File: src/rtl/echo_delay_ctrl_pkg.sv
// Shared types and constants for the echo delay line and the audio processor.
package echo_pkg;

   typedef enum logic [1:0] {
      ST_IDLE = 2'd0,
      ST_FILL = 2'd1,
      ST_RUN  = 2'd2
   } state_t;

   // Converter offsets the processor and this block must agree on
   localparam logic [9:0] ADC_OFFSET = 10'h181;
   localparam logic [9:0] DAC_OFFSET = 10'h200;

   localparam int unsigned ADDR_W_DEFAULT = 13;

endpackage

File: src/rtl/echo_delay_ctrl_edge_pulse.sv
// One-cycle pulse on each rising edge of a slow synchronous strobe.
module edge_pulse (
   input  logic sysclk,
   input  logic rst_n,
   input  logic sig,
   output logic pulse
);

   logic sig_q;

   always_ff @(posedge sysclk) begin
      if (!rst_n) sig_q <= 1'b0;
      else        sig_q <= sig;
   end

   assign pulse = sig & ~sig_q;

endmodule

File: src/rtl/echo_delay_ctrl.sv
// Echo delay line sequencer: circular-buffer addressing with an explicit fill/run FSM.
module echo_delay_ctrl
   import echo_pkg::*;
#(
   parameter int unsigned ADDR_W        = ADDR_W_DEFAULT,
   parameter int unsigned DELAY_DEFAULT = 4800
) (
   input  logic              sysclk,
   input  logic              rst_n,
   input  logic              data_valid,
   input  logic [ADDR_W-1:0] delay_cfg,
   input  logic              cfg_load,
   output logic              wr_en,
   output logic [ADDR_W-1:0] wr_addr,
   output logic              rd_en,
   output logic [ADDR_W-1:0] rd_addr,
   output logic              echo_valid,
   output logic              echo_en,
   output logic              filling
);

   state_t            state, state_d;
   logic              tick;
   logic [ADDR_W-1:0] delay_q, delay_d;
   logic [ADDR_W-1:0] fill_cnt, fill_d;
   logic [ADDR_W-1:0] wp, wp_d;
   logic [ADDR_W-1:0] cfg_val;
   logic              wr_en_d, rd_en_d;
   logic [ADDR_W-1:0] wr_addr_d, rd_addr_d;

   edge_pulse u_edge (
      .sysclk (sysclk),
      .rst_n  (rst_n),
      .sig    (data_valid),
      .pulse  (tick)
   );

   assign cfg_val = (delay_cfg == '0) ? ADDR_W'(1) : delay_cfg;

   always_ff @(posedge sysclk) begin
      if (!rst_n) begin
         state      <= ST_IDLE;
         delay_q    <= ADDR_W'(DELAY_DEFAULT);
         fill_cnt   <= '0;
         wp         <= '0;
         wr_en      <= 1'b0;
         rd_en      <= 1'b0;
         wr_addr    <= '0;
         rd_addr    <= '0;
         echo_valid <= 1'b0;
      end else begin
         state      <= state_d;
         delay_q    <= delay_d;
         fill_cnt   <= fill_d;
         wp         <= wp_d;
         wr_en      <= wr_en_d;
         rd_en      <= rd_en_d;
         wr_addr    <= wr_addr_d;
         rd_addr    <= rd_addr_d;
         echo_valid <= rd_en;
      end
   end

   always_comb begin
      state_d   = state;
      delay_d   = delay_q;
      fill_d    = fill_cnt;
      wp_d      = wp;
      wr_en_d   = 1'b0;
      rd_en_d   = 1'b0;
      wr_addr_d = wr_addr;
      rd_addr_d = rd_addr;

      if (tick) begin
         case (state)
            ST_IDLE, ST_FILL: begin
               wr_en_d   = 1'b1;
               wr_addr_d = wp;
               wp_d      = wp + ADDR_W'(1);
               if (fill_cnt == delay_q - ADDR_W'(1)) begin
                  state_d = ST_RUN;
                  fill_d  = '0;
               end else begin
                  state_d = ST_FILL;
                  fill_d  = fill_cnt + ADDR_W'(1);
               end
            end
            ST_RUN: begin
               wr_en_d   = 1'b1;
               rd_en_d   = 1'b1;
               wr_addr_d = wp;
               rd_addr_d = wp - delay_q;
               wp_d      = wp + ADDR_W'(1);
            end
            default: state_d = ST_IDLE;
         endcase
      end

      // A coincident tick has already been handled with the old delay; the
      // restart overrides only the state it left behind.
      if (cfg_load) begin
         delay_d = cfg_val;
         if ((cfg_val != delay_q) && (state_d != ST_IDLE)) begin
            state_d = ST_FILL;
            fill_d  = '0;
         end
      end
   end

   assign echo_en = (state == ST_RUN);
   assign filling = (state == ST_FILL);

endmodule

File: config.mk
export PLATFORM = sky130hd
export DESIGN_NAME = echo_delay_ctrl
export DESIGN_NICKNAME = d
export VERILOG_FILES = /design/src/rtl/echo_delay_ctrl_pkg.sv /design/src/rtl/echo_delay_ctrl_edge_pulse.sv /design/src/rtl/echo_delay_ctrl.sv
export SDC_FILE = /design/constraint.sdc
export NUM_CORES = 1
export LEC_CHECK = 0
export CAP_MARGIN = 20
export CORE_UTILIZATION = 35
export DETAILED_ROUTE_END_ITERATION = 8
export PLACE_DENSITY = 0.5
export SLEW_MARGIN = 5
export SYNTH_ARGS = -nofsm -noshare
export SYNTH_HDL_FRONTEND = slang
export SYNTH_HIERARCHICAL = 1
export SYNTH_SLANG_ARGS = --single-unit
File: constraint.sdc
create_clock -name sysclk -period 3.5 [get_ports sysclk]
set_input_delay 0.525 -clock sysclk [delete_from_list [all_inputs] [get_ports sysclk]]
set_output_delay 0.525 -clock sysclk [all_outputs]
set_load 0.03 [all_outputs]
Yosys cells after proc, flatten, opt, wreduce, memory -nomap -nowiden
Index checks and enable logic that the tools add are counted.
{"block": "totals", "mem_count": 0, "ramBits": 0, "mem_bits_ro": 0, "in_bits": 17, "output_inout_bits": 31, "ff_bits": 71, "latchBits": 0, "elab_cells": 42}
{"block": "op_classes", "add_sub_neg": 4, "n_reduce_logical": 9, "bitwise": 2, "muxes": 13, "n_mul": 0, "shifts": 0, "n_div": 0, "magnitude_cmp": 0, "n_eq_ne": 4}
{"op": "$mux W13", "n": 6}
{"op": "$add A13 B1 Y13 const B", "n": 2}
{"op": "$eq A13 B13 Y1", "n": 1}
{"op": "$logic_not A13 Y1", "n": 1}
{"op": "$ne A13 B13 Y1", "n": 1}
{"op": "$sub A13 B1 Y13 const B", "n": 1}
{"op": "$sub A13 B13 Y13", "n": 1}
{"op": "$mux W2", "n": 4}
{"op": "$reduce_and A2 Y1", "n": 3}
{"op": "$pmux W2 S2", "n": 1}
{"op": "$reduce_or A3 Y1", "n": 1}
{"op": "$eq A2 B1 Y1 const B", "n": 1}
{"op": "$eq A2 B2 Y1 const B", "n": 1}
{"op": "$logic_not A2 Y1", "n": 1}
{"op": "$mux W1", "n": 2}
{"op": "$reduce_bool A2 Y1", "n": 1}
{"op": "$reduce_or A2 Y1", "n": 1}
{"op": "$and A1 B1 Y1", "n": 1}
{"op": "$logic_and A1 B1 Y1", "n": 1}
{"op": "$not A1 Y1", "n": 1}

Longest topological paths before layout
{"block": "depth", "ltp_word": 9, "ltp_mapped": 11, "ltp_nobuf": 9}

Cells and area by module
The synthesis kept the hierarchy.
{"module": "echo_delay_ctrl", "cells_per_inst": 468, "seq_area_each_um2": 1401.3, "n_inst": 1, "area_per_inst_um2": 3995.1}
{"module": "edge_pulse", "cells_per_inst": 3, "seq_area_each_um2": 20.0, "n_inst": 1, "area_per_inst_um2": 40.0}

Worst setup path before layout
No wires, ideal clock.
{"block": "synth_timing", "path_kind": "register to register", "from": "register delay_q[0]", "to": "register fill_cnt[10]", "n_path_buf": 3, "required_time_ns": 3.368, "period_less_slack_ns": 2.770, "stages_incl_launch_ff": 12, "slack_ns": 0.730, "t_arrival_ns": 2.638, "setup_time_ns": 0.132, "cell_sequence": "dfxtp_1 clkbuf_1 inv_1 ha_1 buf_2 o21ba_2 a221oi_1 a41oi_1 or4_4 a2111oi_4 buf_6 nor3_1"}
{"block": "synth_via", "elab_chain_len": 9, "elab_cells_between_ends": 13, "cone_classes": "add/sub (1); eq/ne (2); mux (8); reduce/logical (2)"}
{"item": "start: declaration", "line": "echo_delay_ctrl.sv:24", "source": "logic [ADDR_W-1:0] delay_q, delay_d;"}
{"item": "start signal: assignment", "line": "echo_delay_ctrl.sv:43", "source": "delay_q <= ADDR_W'(DELAY_DEFAULT);"}
{"item": "start signal: assignment", "line": "echo_delay_ctrl.sv:53", "source": "delay_q <= delay_d;"}
{"item": "$sub A13 B1 Y13", "line": "echo_delay_ctrl.sv:80", "source": "if (fill_cnt == delay_q - ADDR_W'(1)) begin"}
{"item": "$eq A13 B13 Y1", "line": "echo_delay_ctrl.sv:80"}
{"item": "$mux W2", "line": "echo_delay_ctrl.sv:80"}
{"item": "$pmux W2 S2", "line": "echo_delay_ctrl.sv:75", "source": "case (state)"}
{"item": "$mux W2", "line": "echo_delay_ctrl.sv:74", "source": "if (tick) begin"}
{"item": "$reduce_bool A2 Y1", "line": "echo_delay_ctrl.sv:103", "source": "if ((cfg_val != delay_q) && (state_d != ST_IDLE)) begin"}
{"item": "$logic_and A1 B1 Y1", "line": "echo_delay_ctrl.sv:103"}
{"item": "$mux W13", "line": "echo_delay_ctrl.sv:103"}
{"item": "$mux W13 *", "line": "echo_delay_ctrl.sv:101", "source": "if (cfg_load) begin"}
{"item": "end signal: assignment", "line": "echo_delay_ctrl.sv:54", "source": "fill_cnt <= fill_d;"}
{"item": "end: declaration", "line": "echo_delay_ctrl.sv:25", "source": "logic [ADDR_W-1:0] fill_cnt, fill_d;"}
Every way passes the cells marked *; elsewhere a longest branch is shown, timed or not.
A chain may end at the register's enable or synchronous reset.

Worst setup path in the final report
{"block": "layout_timing", "from": "register delay_q[1]", "to": "register fill_cnt[2]"}
The elaborated chain is that of the path after synthesis.

==> impl_metrics.toml <==
[detailed_routing]
routedWlPerCell_um = 15.34
viasPerCell = 5.067
drc = 0
vias = 3324
drtIter0Drc = 100
wirelength_mm = 10.07
firstDrtPassIters = 4
ant_nets = 0

[clock_tree]
post_cts_buffers = 0
clockBufferDepth = 2
cts_root_buffer = "clkbuf_16"
tritoncts = "yes"
clk_latency_ns = 0.34
numCtsBuffers = 9
cts_hold_buf = 0
h-tree-depth = 3
clk_pin_slew_ns = 0.06
cts.sinks = 71
cts_resized = 0

[layout]
nets = 544
area_growth_pct = 20.96
nFillCells = 1112
instances_no_fill = 656
layout_commonest_cell = "dfxtp_1"
final_cell_mix = "dfxtp_1, nand2_1, clkdlybuf4s50_1"
num_antenna_cells = 0
drive_gt1_frac = 0.06395

[place]
numPortBuffers = 47
gp_congestion = 0.8016
dp.cells = 640
pre_cts_ws_ns = 0.5884
place_hpwl_mm = 7.510

[worst_setup_path]
worstPathArrival_ns = 3.10
path_max_fanout = 13
max_stage_delay_ns = 0.59
r2r_setup_slack_ns = 0.60
reg2reg_to = "fill_cnt[2]$_SDFF_PN0_"
worstSetupStartpointType = "flip-flop"
required_ns = 3.70
end_kind = "flip-flop"
worstPathCellList = "inv_1, ha_1, o21ba_2, a221oi_1, a41oi_1, or4_4, a2111oi_4, buf_4, nor4_1"
r2r_start = "delay_q[1]$_SDFFE_PN0P_"
slowest_stage = "or4_4"
path_class = "reg -> reg"
r2r_cells = 9

[pwr]
cellPowerDensity_mw_per_mm2 = 398.0
p_leak_nw = 1.798
irDropWorstVdd_uv = 177.2
power_frac_seq = 0.442
intPower_mw = 1.430
p_switching_uw = 512.7
p_sw_frac = 0.2639
totalPowerFinal_mw = 1.943
combPwrFrac = 0.117
clkPwrFrac = 0.441

[timing]
worst_pin_slew_ns = 0.5164
fmax_mhz = 345.4
setup_violations = 0
min_period_ns = 2.895
slew_headroom = 0.6549
fin_crit_sh = 0.8272
drv_slew = 0
fin_skew_ns = 0.007447
rsz0062_at_grt = "false"
setup-tns-final_ns = 0
hold_viol = 0
layout_setup_ws_ns = 0.6049

[logic_synthesis]
avgSynthCellArea_um2 = 8.567
ys_warn_count = 6
ys_types = 56
synth_area_mm2 = 0.004035
synthFlopType = "dfxtp_1"
synth_cells = 471
synth_seq_area_share = 0.3522
async_flop_share = 0
syn-num-nets = 504
synth-edff-count = 0
ys_ff_latch = 71

[floorplanning]
num_rows = 38
dieWidth_um = 109.4
core_mm2 = 0.01103
io-pin-count = 48
start_util = 0.3658
dieArea_mm2 = 0.01196
die_h_um = 109.4

[grt]
globalRouteTotalUtil = 0.1853
antenna_found_initial = 0
grt-ovfl-total = 0
grt_pass1_vias = 3249
grt_max_degree = 48
grt_pass1_wl_mm = 16.45

[flow_run]
cap_violations = 0

[min_path]
min_to = "echo_valid$_SDFF_PN0_"
holdPathStages = 1
worstHoldStart = "rd_en$_SDFF_PN0_"
min_path_type = "reg -> reg"

[outcome]
status = "finished, final reports clean"
-- power groups by stage --
stage	registers, mW	logic [mW]	clock network [mW]
after floorplan	0.862	0.167	0
after global placement	0.876	0.226	0
after detailed placement	0.877	0.226	0
after CTS	0.859	0.228	0.884
after global routing	0.862	0.255	0.925
final	0.859	0.227	0.857
-- worst max-delay path by stage --
stage	start	end
after floorplan	delay_q[0]$_SDFFE_PN0P_	fill_cnt[10]$_SDFF_PN0_
after global placement	delay_cfg[11]	fill_cnt[2]$_SDFF_PN0_
after detailed placement	delay_cfg[11]	fill_cnt[1]$_SDFF_PN0_
after CTS	delay_q[1]$_SDFFE_PN0P_	fill_cnt[1]$_SDFF_PN0_
after global routing	delay_q[1]$_SDFFE_PN0P_	fill_cnt[1]$_SDFF_PN0_
final	delay_q[1]$_SDFFE_PN0P_	fill_cnt[2]$_SDFF_PN0_
-- kinds of logic (layout without fill, tap and decap cells) --
group	after synthesis	count (layout)	synth area share
XOR/XNOR	52	52	0.1129
AO/OA/AOI/OAI	82	82	0.1554
flip-flops	71	71	0.3522
buffers and inverters	44	89	0.04837
AND/OR/NAND/NOR	197	197	0.2574
multiplexers	9	9	0.02233
adder cells (fa/ha/maj)	16	16	0.05147
-- metal layers --
metal | track usage | wire (µm) | part of all wire
met1 | 0.2589 | 5359 | 0.53
met3 | 0.03320 | 329 | 0.033
met2 | 0.2745 | 4231 | 0.42
met5 | 0 | 0 | 0
met4 | 0.08857 | 146 | 0.015
-- critical path, delay by kind of cell, from the launching register on --
| kind | cells | cell delay [ns] |
|---|---|---|
| AO/OA/AOI/OAI | 4 | 0.95 |
| AND/OR/NAND/NOR | 2 | 0.66 |
| flip-flops | 1 | 0.50 |
| buffers and inverters | 2 | 0.35 |
| adder cells (fa/ha/maj) | 1 | 0.30 |
-- synth_stat cells (2+ instances only) --
cell	count	share of area
nand3b_1	2	0.0037
clkbuf_1	18	0.017
a211oi_1	3	0.0056
o311ai_0	2	0.0043
nand2b_1	6	0.0093
o21a_1	6	0.011
and3_1	4	0.0062
o31a_1	3	0.0065
ha_1	15	0.047
or2_2	2	0.0031
a21boi_0	20	0.037
nor2b_1	14	0.022
nor3_1	21	0.026
nor2_1	17	0.016
nand2_1	63	0.059
a221o_1	2	0.0050
mux2i_1	9	0.022
xnor2_1	26	0.056
xor2_1	26	0.056
o21ba_2	2	0.0050
a31oi_1	4	0.0062
nand4_1	8	0.012
buf_2	3	0.0037
dfxtp_1	71	0.35
o211a_1	4	0.0099
o211ai_1	7	0.013
or3b_2	2	0.0043
o2111ai_1	2	0.0043
nor4_1	10	0.016
inv_1	19	0.018
and2_1	16	0.025
and4_1	3	0.0065
a21oi_1	5	0.0062
nand3_1	21	0.026
o21ai_0	12	0.015
buf_6	3	0.0084
-- sequential cells by signal, summed over array words and instances (netlist names) --
name          cells
echo_valid        1
fill_cnt         13
delay_q          13
rd_en             1
wp               13
u_edge/sig_q      1
wr_addr          13
rd_addr          13
wr_en             1
state             2
-- stage by stage --
step / area [µm²] / util / hold WS [ns]
floorplan: 4035 / - / 0.4708
global placement: 4604 / 0.4174 / 0.4427
detailed placement: 4604 / 0.4174 / 0.4450
CTS: 4881 / 0.4425 / 0.4545
global route: 4881 / 0.4425 / 0.4604
finish: 4881 / 0.4425 / 0.4549
-- area by class of cell --
cell class,instances,area [µm²],share of cell area
clock inverters,4,30.03,0.006152
repair buffers,54,518.0,0.1061
clock buffers,12,246.5,0.05050
flip-flops and latches,71,1421,0.2912
inverters,19,71.32,0.01461
well taps,140,175.2,0.03589
multi-input cells,356,2419,0.4955
No activity file was read; power rests on OpenSTA's default activity.
